<file path="src/rtl/cache_req_arbiter_pkg.sv">
// Shared memory-interface types for the front-end requesters and the cache arbiter.
// Holds the owner encoding (also used by debug/perf logic), field widths and error codes.
// Optional feature macro used by the arbiter: CACHE_ARB_RR_EN (round-robin tie break).
package meminf;

  typedef enum logic {OWN_I = 1'b0, OWN_D = 1'b1} ArbOwner;

  localparam int ADDR_W  = 32;
  localparam int DATA_W  = 32;
  localparam int MASK_W  = 4;
  localparam int ERRTY_W = 2;

  localparam logic [ERRTY_W-1:0] ERR_NONE        = 2'd0;
  localparam logic [ERRTY_W-1:0] FE_ACCESS_FAULT = 2'd1;
  localparam logic [ERRTY_W-1:0] FE_PAGE_FAULT   = 2'd2;
  localparam logic [ERRTY_W-1:0] FE_MISALIGNED   = 2'd3;

  // Saturating 4-bit increment used by the anti-starvation counter.
  function automatic logic [3:0] sat_inc(input logic [3:0] v, input logic [3:0] lim);
    return (v >= lim) ? lim : v + 4'd1;
  endfunction

endpackage

</file>
<file path="src/rtl/cache_req_arbiter_grant.sv">
// Grant policy for the cache arbiter: combinational pick plus its small amount of history.
// Default: data priority, instruction wins once after STARVE_LIMIT consecutive lost ties.
// CACHE_ARB_RR_EN: ties go to whoever did not win the previous grant; no counter exists.
module cache_arb_grant
  import meminf::*;
#(
  parameter int STARVE_LIMIT = 4
) (
  input  logic clk,
  input  logic reset,
  input  logic i_valid,
  input  logic d_valid,
  input  logic take,
  input  logic idle,
  output logic grant_i,
  output logic grant_d
);

`ifdef CACHE_ARB_RR_EN

  ArbOwner prev_win;

  // Tie goes to the requester that lost the previous grant.
  always_comb begin
    grant_i = 1'b0;
    grant_d = 1'b0;
    if (i_valid && d_valid) begin
      if (prev_win == OWN_D) grant_i = 1'b1;
      else                   grant_d = 1'b1;
    end else begin
      grant_i = i_valid;
      grant_d = d_valid;
    end
  end

  // Remember the winner of every accepted grant.
  always_ff @(posedge clk or posedge reset) begin
    if (reset)     prev_win <= OWN_D;
    else if (take) prev_win <= grant_i ? OWN_I : OWN_D;
  end

`else

  localparam logic [3:0] LIMIT = 4'(STARVE_LIMIT);

  logic [3:0] starve_cnt;
  logic       starved;

  assign starved = (starve_cnt == LIMIT);

  // Data wins ties unless instruction has lost LIMIT ties in a row.
  always_comb begin
    grant_i = 1'b0;
    grant_d = 1'b0;
    if (i_valid && d_valid) begin
      if (starved) grant_i = 1'b1;
      else         grant_d = 1'b1;
    end else begin
      grant_i = i_valid;
      grant_d = d_valid;
    end
  end

  // Count ties lost by instruction; any instruction win or idle gap without it resets the count.
  always_ff @(posedge clk or posedge reset) begin
    if (reset)                           starve_cnt <= 4'd0;
    else if (take && grant_i)            starve_cnt <= 4'd0;
    else if (idle && !i_valid)           starve_cnt <= 4'd0;
    else if (take && grant_d && i_valid) starve_cnt <= sat_inc(starve_cnt, LIMIT);
  end

`endif

endmodule

</file>
<file path="src/rtl/cache_req_arbiter.sv">
// Shares one cache request/response port between instruction fetch and data; one transaction in flight.
// Latency: accept at T, memreq valid from T+1, response routed combinationally in the memresp cycle.
// Backpressure: losers and all requesters outside IDLE see ready=0 and must hold; memreq stalls hold fields.
// Optional: CACHE_ARB_RR_EN selects round-robin tie break instead of data priority with anti-starvation.
module cache_req_arbiter
  import meminf::*;
#(
  parameter int STARVE_LIMIT = 4
) (
  input  logic               clk,
  input  logic               reset,
  input  logic               ireq_valid,
  output logic               ireq_ready,
  input  logic [ADDR_W-1:0]  ireq_addr,
  input  logic               ireq_wen,
  input  logic [DATA_W-1:0]  ireq_wdata,
  input  logic [MASK_W-1:0]  ireq_wmask,
  input  logic               ireq_pte,
  output logic               iresp_valid,
  output logic [DATA_W-1:0]  iresp_rdata,
  output logic               iresp_error,
  output logic [ERRTY_W-1:0] iresp_errty,
  input  logic               dreq_valid,
  output logic               dreq_ready,
  input  logic [ADDR_W-1:0]  dreq_addr,
  input  logic               dreq_wen,
  input  logic [DATA_W-1:0]  dreq_wdata,
  input  logic [MASK_W-1:0]  dreq_wmask,
  input  logic               dreq_pte,
  output logic               dresp_valid,
  output logic [DATA_W-1:0]  dresp_rdata,
  output logic               dresp_error,
  output logic [ERRTY_W-1:0] dresp_errty,
  output logic               memreq_valid,
  input  logic               memreq_ready,
  output logic [ADDR_W-1:0]  memreq_addr,
  output logic               memreq_wen,
  output logic [DATA_W-1:0]  memreq_wdata,
  output logic [MASK_W-1:0]  memreq_wmask,
  output logic               memreq_pte,
  input  logic               memresp_valid,
  input  logic [DATA_W-1:0]  memresp_rdata,
  input  logic               memresp_error,
  input  logic [ERRTY_W-1:0] memresp_errty
);

  typedef enum logic [1:0] {IDLE, ISSUE, WAIT_RESP} statetype;

  statetype state;
  ArbOwner  owner;
  logic     grant_i, grant_d;
  logic     idle, take, route;

  // Readies are suppressed while reset is held even though the state already reads IDLE.
  assign idle       = (state == IDLE) && !reset;
  assign take       = idle && (grant_i || grant_d);
  assign ireq_ready = idle && grant_i;
  assign dreq_ready = idle && grant_d;

  cache_arb_grant #(.STARVE_LIMIT(STARVE_LIMIT)) u_grant (
    .clk     (clk),
    .reset   (reset),
    .i_valid (ireq_valid),
    .d_valid (dreq_valid),
    .take    (take),
    .idle    (idle),
    .grant_i (grant_i),
    .grant_d (grant_d)
  );

  // Transaction FSM; the saved request registers drive memreq directly so it stays stable under stall.
  always_ff @(posedge clk or posedge reset) begin
    if (reset) begin
      state        <= IDLE;
      owner        <= OWN_D;
      memreq_valid <= 1'b0;
      memreq_addr  <= '0;
      memreq_wen   <= 1'b0;
      memreq_wdata <= '0;
      memreq_wmask <= '0;
      memreq_pte   <= 1'b0;
    end else begin
      case (state)
        IDLE: begin
          if (take) begin
            owner        <= grant_i ? OWN_I : OWN_D;
            memreq_valid <= 1'b1;
            memreq_addr  <= grant_i ? ireq_addr  : dreq_addr;
            memreq_wen   <= grant_i ? ireq_wen   : dreq_wen;
            memreq_wdata <= grant_i ? ireq_wdata : dreq_wdata;
            memreq_wmask <= grant_i ? ireq_wmask : dreq_wmask;
            memreq_pte   <= grant_i ? ireq_pte   : dreq_pte;
            state        <= ISSUE;
          end
        end
        ISSUE: begin
          if (memreq_ready) begin
            memreq_valid <= 1'b0;
            state        <= WAIT_RESP;
          end
        end
        WAIT_RESP: begin
          if (memresp_valid) state <= IDLE;
        end
        default: begin
          memreq_valid <= 1'b0;
          state        <= IDLE;
        end
      endcase
    end
  end

  // Response only counts in WAIT_RESP; anything arriving elsewhere (e.g. after a reset) is dropped.
  assign route = (state == WAIT_RESP) && memresp_valid;

  // Pass the response through to the owner only; the other side stays all-zero.
  always_comb begin
    iresp_valid = route && (owner == OWN_I);
    dresp_valid = route && (owner == OWN_D);
    iresp_rdata = iresp_valid ? memresp_rdata : '0;
    iresp_error = iresp_valid ? memresp_error : 1'b0;
    iresp_errty = iresp_valid ? memresp_errty : '0;
    dresp_rdata = dresp_valid ? memresp_rdata : '0;
    dresp_error = dresp_valid ? memresp_error : 1'b0;
    dresp_errty = dresp_valid ? memresp_errty : '0;
  end

endmodule

</file>
<file path="config.mk">
export PLATFORM = sky130hd
export DESIGN_NAME = cache_req_arbiter
export DESIGN_NICKNAME = d
export VERILOG_FILES = /design/src/rtl/cache_req_arbiter_pkg.sv /design/src/rtl/cache_req_arbiter_grant.sv /design/src/rtl/cache_req_arbiter.sv
export SDC_FILE = /design/constraint.sdc
export NUM_CORES = 1
export LEC_CHECK = 0
export ABC_AREA = 1
export ABC_CLOCK_PERIOD_IN_PS = 4400
export BUFFER_PORTS_ARGS = -buffer_cell sky130_fd_sc_hd__buf_2
export CAP_MARGIN = 20
export CORE_AREA = 2 2 127 129
export DETAILED_ROUTE_END_ITERATION = 12
export DIE_AREA = 0 0 129 131
export SKIP_CTS_REPAIR_TIMING = 1
export SLEW_MARGIN = 20
export SYNTH_ARGS = -nofsm -noshare
export SYNTH_HDL_FRONTEND = slang
export SYNTH_SLANG_ARGS = --single-unit
</file>
<file path="constraint.sdc">
create_clock -name clk -period 4.4 [get_ports clk]
set_clock_uncertainty 0.1 [all_clocks]
set_input_delay 0.88 -clock clk [delete_from_list [all_inputs] [get_ports clk]]
set_output_delay 0.88 -clock clk [all_outputs]
set_load 0.005 [all_outputs]
</file>
Yosys cells after proc, flatten, opt, wreduce, memory -nomap -nowiden
Cells that the tools add are included.
Word-level totals
  bits in registers: 78
  bits of input ports: 181
  output and inout bits: 145
  word-level logic and storage cells: 66
Operators by class
  add/sub/neg operators: 1
  magnitude comparators: 1
  eq/ne operators: 6
  multiplexer cells: 27
  bitwise gates (word level): 2
  reductions and logical operators: 20
Operators with widths (number)
  2-to-1 mux 32 bit: 4
  2-to-1 mux 4 bit: 5
  logical AND 1 bit: 12
  2-to-1 mux 1 bit: 11
  2-to-1 mux 2 bit: 5
  one-hot mux 2 bit (3 select lines): 1
  AND reduction 3 bit: 2
  adder 4 x 1 -> 4 bit, second input constant: 1
  == test 4 x 3 -> 1 bit, second input constant: 1
  >= comparator 4 x 3 -> 1 bit, second input constant: 1
  inequality test 2 bit, second input constant: 2
  one-hot mux 1 bit (3 select lines): 1
  nonzero test 3 bit: 1
  == test 2 x 1 -> 1 bit, second input constant: 1
  == test 2 bit, second input constant: 1
  zero test 1 bit: 2
  zero test 2 bit: 1
  inequality test 2 x 1 -> 1 bit, second input constant: 1
  NOT 1 bit: 2
  AND reduction 2 bit: 1
  logical OR 1 bit: 1

Depth between registers and ports, before layout
  depth in word-level cells: 10
  gate-level depth with buffers: 9
  depth with buffers taken out: 8

Cells and area by module
Synthesis repeated with hierarchy kept, for this count alone.
Unflattened totals
  cells, all modules: 704
  area, all modules: 4595.7 µm²
Modules (own cells, without submodules)
  cache_req_arbiter: instances 1, cells an instance 672, area each 4332.9 µm², seq. area each 1853.0 µm²
  cache_arb_grant: instances 1, cells an instance 32, area each 262.8 µm², seq. area each 100.1 µm²

Worst setup path after synthesis
Ideal clock, no wire load.
  kind: input -> output
  start point: input reset
  end point: output dreq_ready
  arrival time: 3324 ps
  data required time: 3420 ps
  slack: 96 ps
  cell stages on the path: 4
  buffers on the path: 1
  path through: inv_1 > nand3_2 > nor2_4 > buf_6
Between the ends
  cells in the longest elaborated chain, start to end: 3
RTL lines
  from (decl): RTL line cache_req_arbiter.sv:11  | input logic reset,
  zero test 1 bit (no line)
  logical AND 1 bit: RTL line cache_req_arbiter.sv:55  | assign idle = (state == IDLE) && !reset;
  logical AND 1 bit: RTL line cache_req_arbiter.sv:58  | assign dreq_ready = idle && grant_d;
  to (decl): RTL line cache_req_arbiter.sv:24  | output logic dreq_ready,
Every way passes these cells.

Final worst setup path
  start point: register state[0]
  end point: output iresp_rdata[14]
Between the ends
  cells in the longest elaborated chain, start to end: 4
RTL lines
  from (decl): RTL line cache_req_arbiter.sv:49  | statetype state;
  from (signal assigned): RTL line cache_req_arbiter.sv:74  | state <= IDLE;
  from (signal assigned): RTL line cache_req_arbiter.sv:93  | state <= ISSUE;
  from (signal assigned): RTL line cache_req_arbiter.sv:99  | state <= WAIT_RESP;
  == test 2 bit: RTL line cache_req_arbiter.sv:114  | assign route = (state == WAIT_RESP) && memresp_valid;
  logical AND 1 bit: RTL line cache_req_arbiter.sv:114
  logical AND 1 bit: RTL line cache_req_arbiter.sv:118  | iresp_valid = route && (owner == OWN_I);
  2-to-1 mux 32 bit: RTL line cache_req_arbiter.sv:120  | iresp_rdata = iresp_valid ? memresp_rdata : '0;
  to (decl): RTL line cache_req_arbiter.sv:20  | output logic [DATA_W-1:0] iresp_rdata,
Every way passes these cells.

==> impl_results.md <==
* Status: complete, no violations
* Routed WL at 15,000 um
* Fin crit period at 2.97 ns
* Asr flop ratio synth at 1.00
* R2r setup slk at 2.10 ns
* Power density over the cells at 525 nW/um2
* Worst-skew pair later-pin latency at 0.33 ns
* Crit path kind: register to output port
* Area growth syn-to-layout at 49.3%
* Worst path required time at 3.42 ns
* Fin nets at 1,052
* Die X at 129 um
* Total track usage at 0.167
* Reg2reg start: u_grant.starve_cnt[0]
* Total Die Area at 16,900 um2
* Final Hold Fails at 0
* Via-per-instance ratio at 4.42
* Clock transition at path regs at 0.06 ns
* Dpl hpwl at 11,000 um
* Cell with the most instances after synthesis: nand2_1
* Top FF cell, synth: dfrtp_1
* Crit path cell chain: inv_1 -> nand2_1 -> inv_1 -> nand3_2 -> nor2_1 -> buf_2
* Total global routing overflow at 0
* Synth cell count leaders: nand2_1, nand3_1, dfrtp_1
* Via count at 4,814
* Most used cell, CP: inv_1
* Drt drc at 0
* Die height at 131 um
* Mapped cell area at 4110 um2
* Top cells by area, synth: dfrtp_1, nand3_1, nand2_1, nor2_1, inv_1
* Hold WC Path Type: register to register
* CTS Buffer Depth at 2
* CTS tree: done
* Yosys top cell area share at 0.469
* Critical-path top delay cell: nand3_2
* Util after Layout at 0.394
* Pwr Total at 0.00322 W
* Antenna violations before repair at 0
* WHS Endpoint: memreq_valid
* Port bufs at 325
* Initial core utilization at 0.264
* Vias in the first global route at 4,519
* Layout cells sized above 1 at 0.409
* Largest net degree at the start of global routing at 72
* Unrepaired setup endpoints after global routing: no
* Number of buffers created by CTS at 9
* Cells on Worst Hold Path at 2
* Global placer's final weighted congestion at 0.766
* Max incr delay on CP at 0.52 ns
* I/O Pins at 326
* Initial DRT Pass Iterations at 4
* Avg WL per Cell at 13.8 um
* Filler cells at 1,682
* Worst-case reg-to-reg path depth at 9
* EDFF count, synth at 0
* CP Capture Type: output port
* Final setup vio count at 0
* Crit-path leading delay family: simple AND/OR/NAND/NOR gates
* Placed cell count at 1,074
* Clk sink count at 78
* Rel. slew slack at 0.477
* Slew @ Worst Pin at 0.784 ns
* Num rows at 46
* Finished Layout Cells at 1,089
* Core Footprint at 15,600 um2
* Area leader, netlist: dfrtp_1
* Library cells used by synthesis at 16
* Antenna diodes at 0
* First-pass GRT wire length at 21,900 um
* Number of max-cap violations at 0
* Arrival @ worst endpoint at 1.99 ns
* Synth Warn # at 0
* Crit path buf inv count at 3
* Synthesis-stage register bit count at 78
* Sequential cell area at 1950 um2
* Multi-input logic area at 1730 um2
* VDD IR-drop max at 0.206 mV
* Root Buffer: clkbuf_16
* H-tree Lvls at 3
* Cell count after synthesis at 561
* Antenna viol nets, final at 0
* Period Utilization, post-route at 0.674
* Pleak at 3.70 nW
* Critical Path Start Type: register
* Post-synthesis sequential area ratio at 0.475
* Final count of pins violating max slew at 0
* FF-to-FF End: memreq_pte
* Achievable Freq at 337 MHz
* 1st-iter DRT viols at 244
* WP depth at 6
* Syn Nets at 744
* Syn avg cell area at 7.33 um2
* Crit path max fanout at 36
* Hold Crit Start: memreq_valid
* Setup TNS at 0 ns
-- flip-flops by register name, summed over array words and instances, names as in the netlist --
signal	cells
state	2
memreq_wdata	32
memreq_pte	1
u_grant.starve_cnt	4
memreq_wen	1
memreq_addr	32
memreq_valid	1
memreq_wmask	4
owner	1
-- layout by cell type (no fill, tap or decap), types with 7 or more instances in the layout --
| cell | Yosys | layout |
|---|---|---|
| inv_1 | 54 | 52 |
| buf_4 | 0 | 7 |
| dfrtp_1 | 77 | 77 |
| o21ai_0 | 7 | 7 |
| clkbuf_16 | 0 | 9 |
| nor2_1 | 76 | 76 |
| nand3_1 | 143 | 143 |
| buf_2 | 27 | 325 |
| nand2_1 | 156 | 155 |
-- how the worst max path moves through the flow --
stage	startpoint	endpoint	slack [ns]
floorplan	reset	dreq_ready	0.1
global placement	memresp_valid	iresp_rdata[14]	1.50
detailed placement	memresp_valid	dresp_rdata[13]	1.46
CTS	state[0]	iresp_rdata[14]	1.43
global route	state[0]	iresp_rdata[9]	1.23
finish	state[0]	iresp_rdata[14]	1.43
-- cell families (layout without fill, tap and decap cells) --
group                    Yosys count  after routing  share of synthesized area
adder cells (fa/ha/maj)            2              2                    0.00609
flip-flops                        78             78                      0.475
AND/OR/NAND/NOR                  384            384                      0.405
buffers and inverters             89            401                      0.104
AO/OA/AOI/OAI                      8              8                    0.00974
-- power by group --
| group | internal [W] | switching, W |
|---|---|---|
| clock | 0.000467 | 0.000293 |
| sequential | 0.00105 | 0.000182 |
| combinational | 0.000542 | 0.000688 |
-- cell type report --
| class | count | area share |
|---|---|---|
| Clock buffer | 12 | 0.0418 |
| Clock inverter | 3 | 0.00713 |
| Inverter | 54 | 0.0332 |
| Multi-Input combinational cell | 394 | 0.282 |
| Sequential cell | 78 | 0.318 |
| Tap cell | 216 | 0.0440 |
| Timing Repair Buffer | 332 | 0.274 |
-- per-stage QoR --
stage / hold slack [ns] / area (um2) / setup WS (ns)
6_report: 0.365 / 6140 / 1.43
5_1_grt: 0.395 / 6140 / 1.23
4_1_cts: 0.370 / 6140 / 1.43
3_5_place_dp: 0.357 / 5840 / 1.46
3_3_place_gp: 0.351 / 5840 / 1.50
2_1_floorplan: 0.364 / 4110 / 0.0960
-- per-layer routing --
metal  up-vias  share of wire  global-route usage
li1       2382              -                   -
met1      2196           0.39               0.183
met2       212           0.51               0.308
met3        24          0.070              0.0350
met4         0          0.029              0.0806
met5         -              0                   0
-- worst reg2reg max path, cell delays in order (launching register included) --
cell and delay, ns:
dfrtp_1 0.40, inv_1 0.10, ha_1 0.17, inv_1 0.04, nor2_1 0.08, nand2_1 0.10, nand2_2 0.49, buf_4 0.51
nand3_1 0.16, nand3_1 0.10
Power figures use the tool's default switching activity.
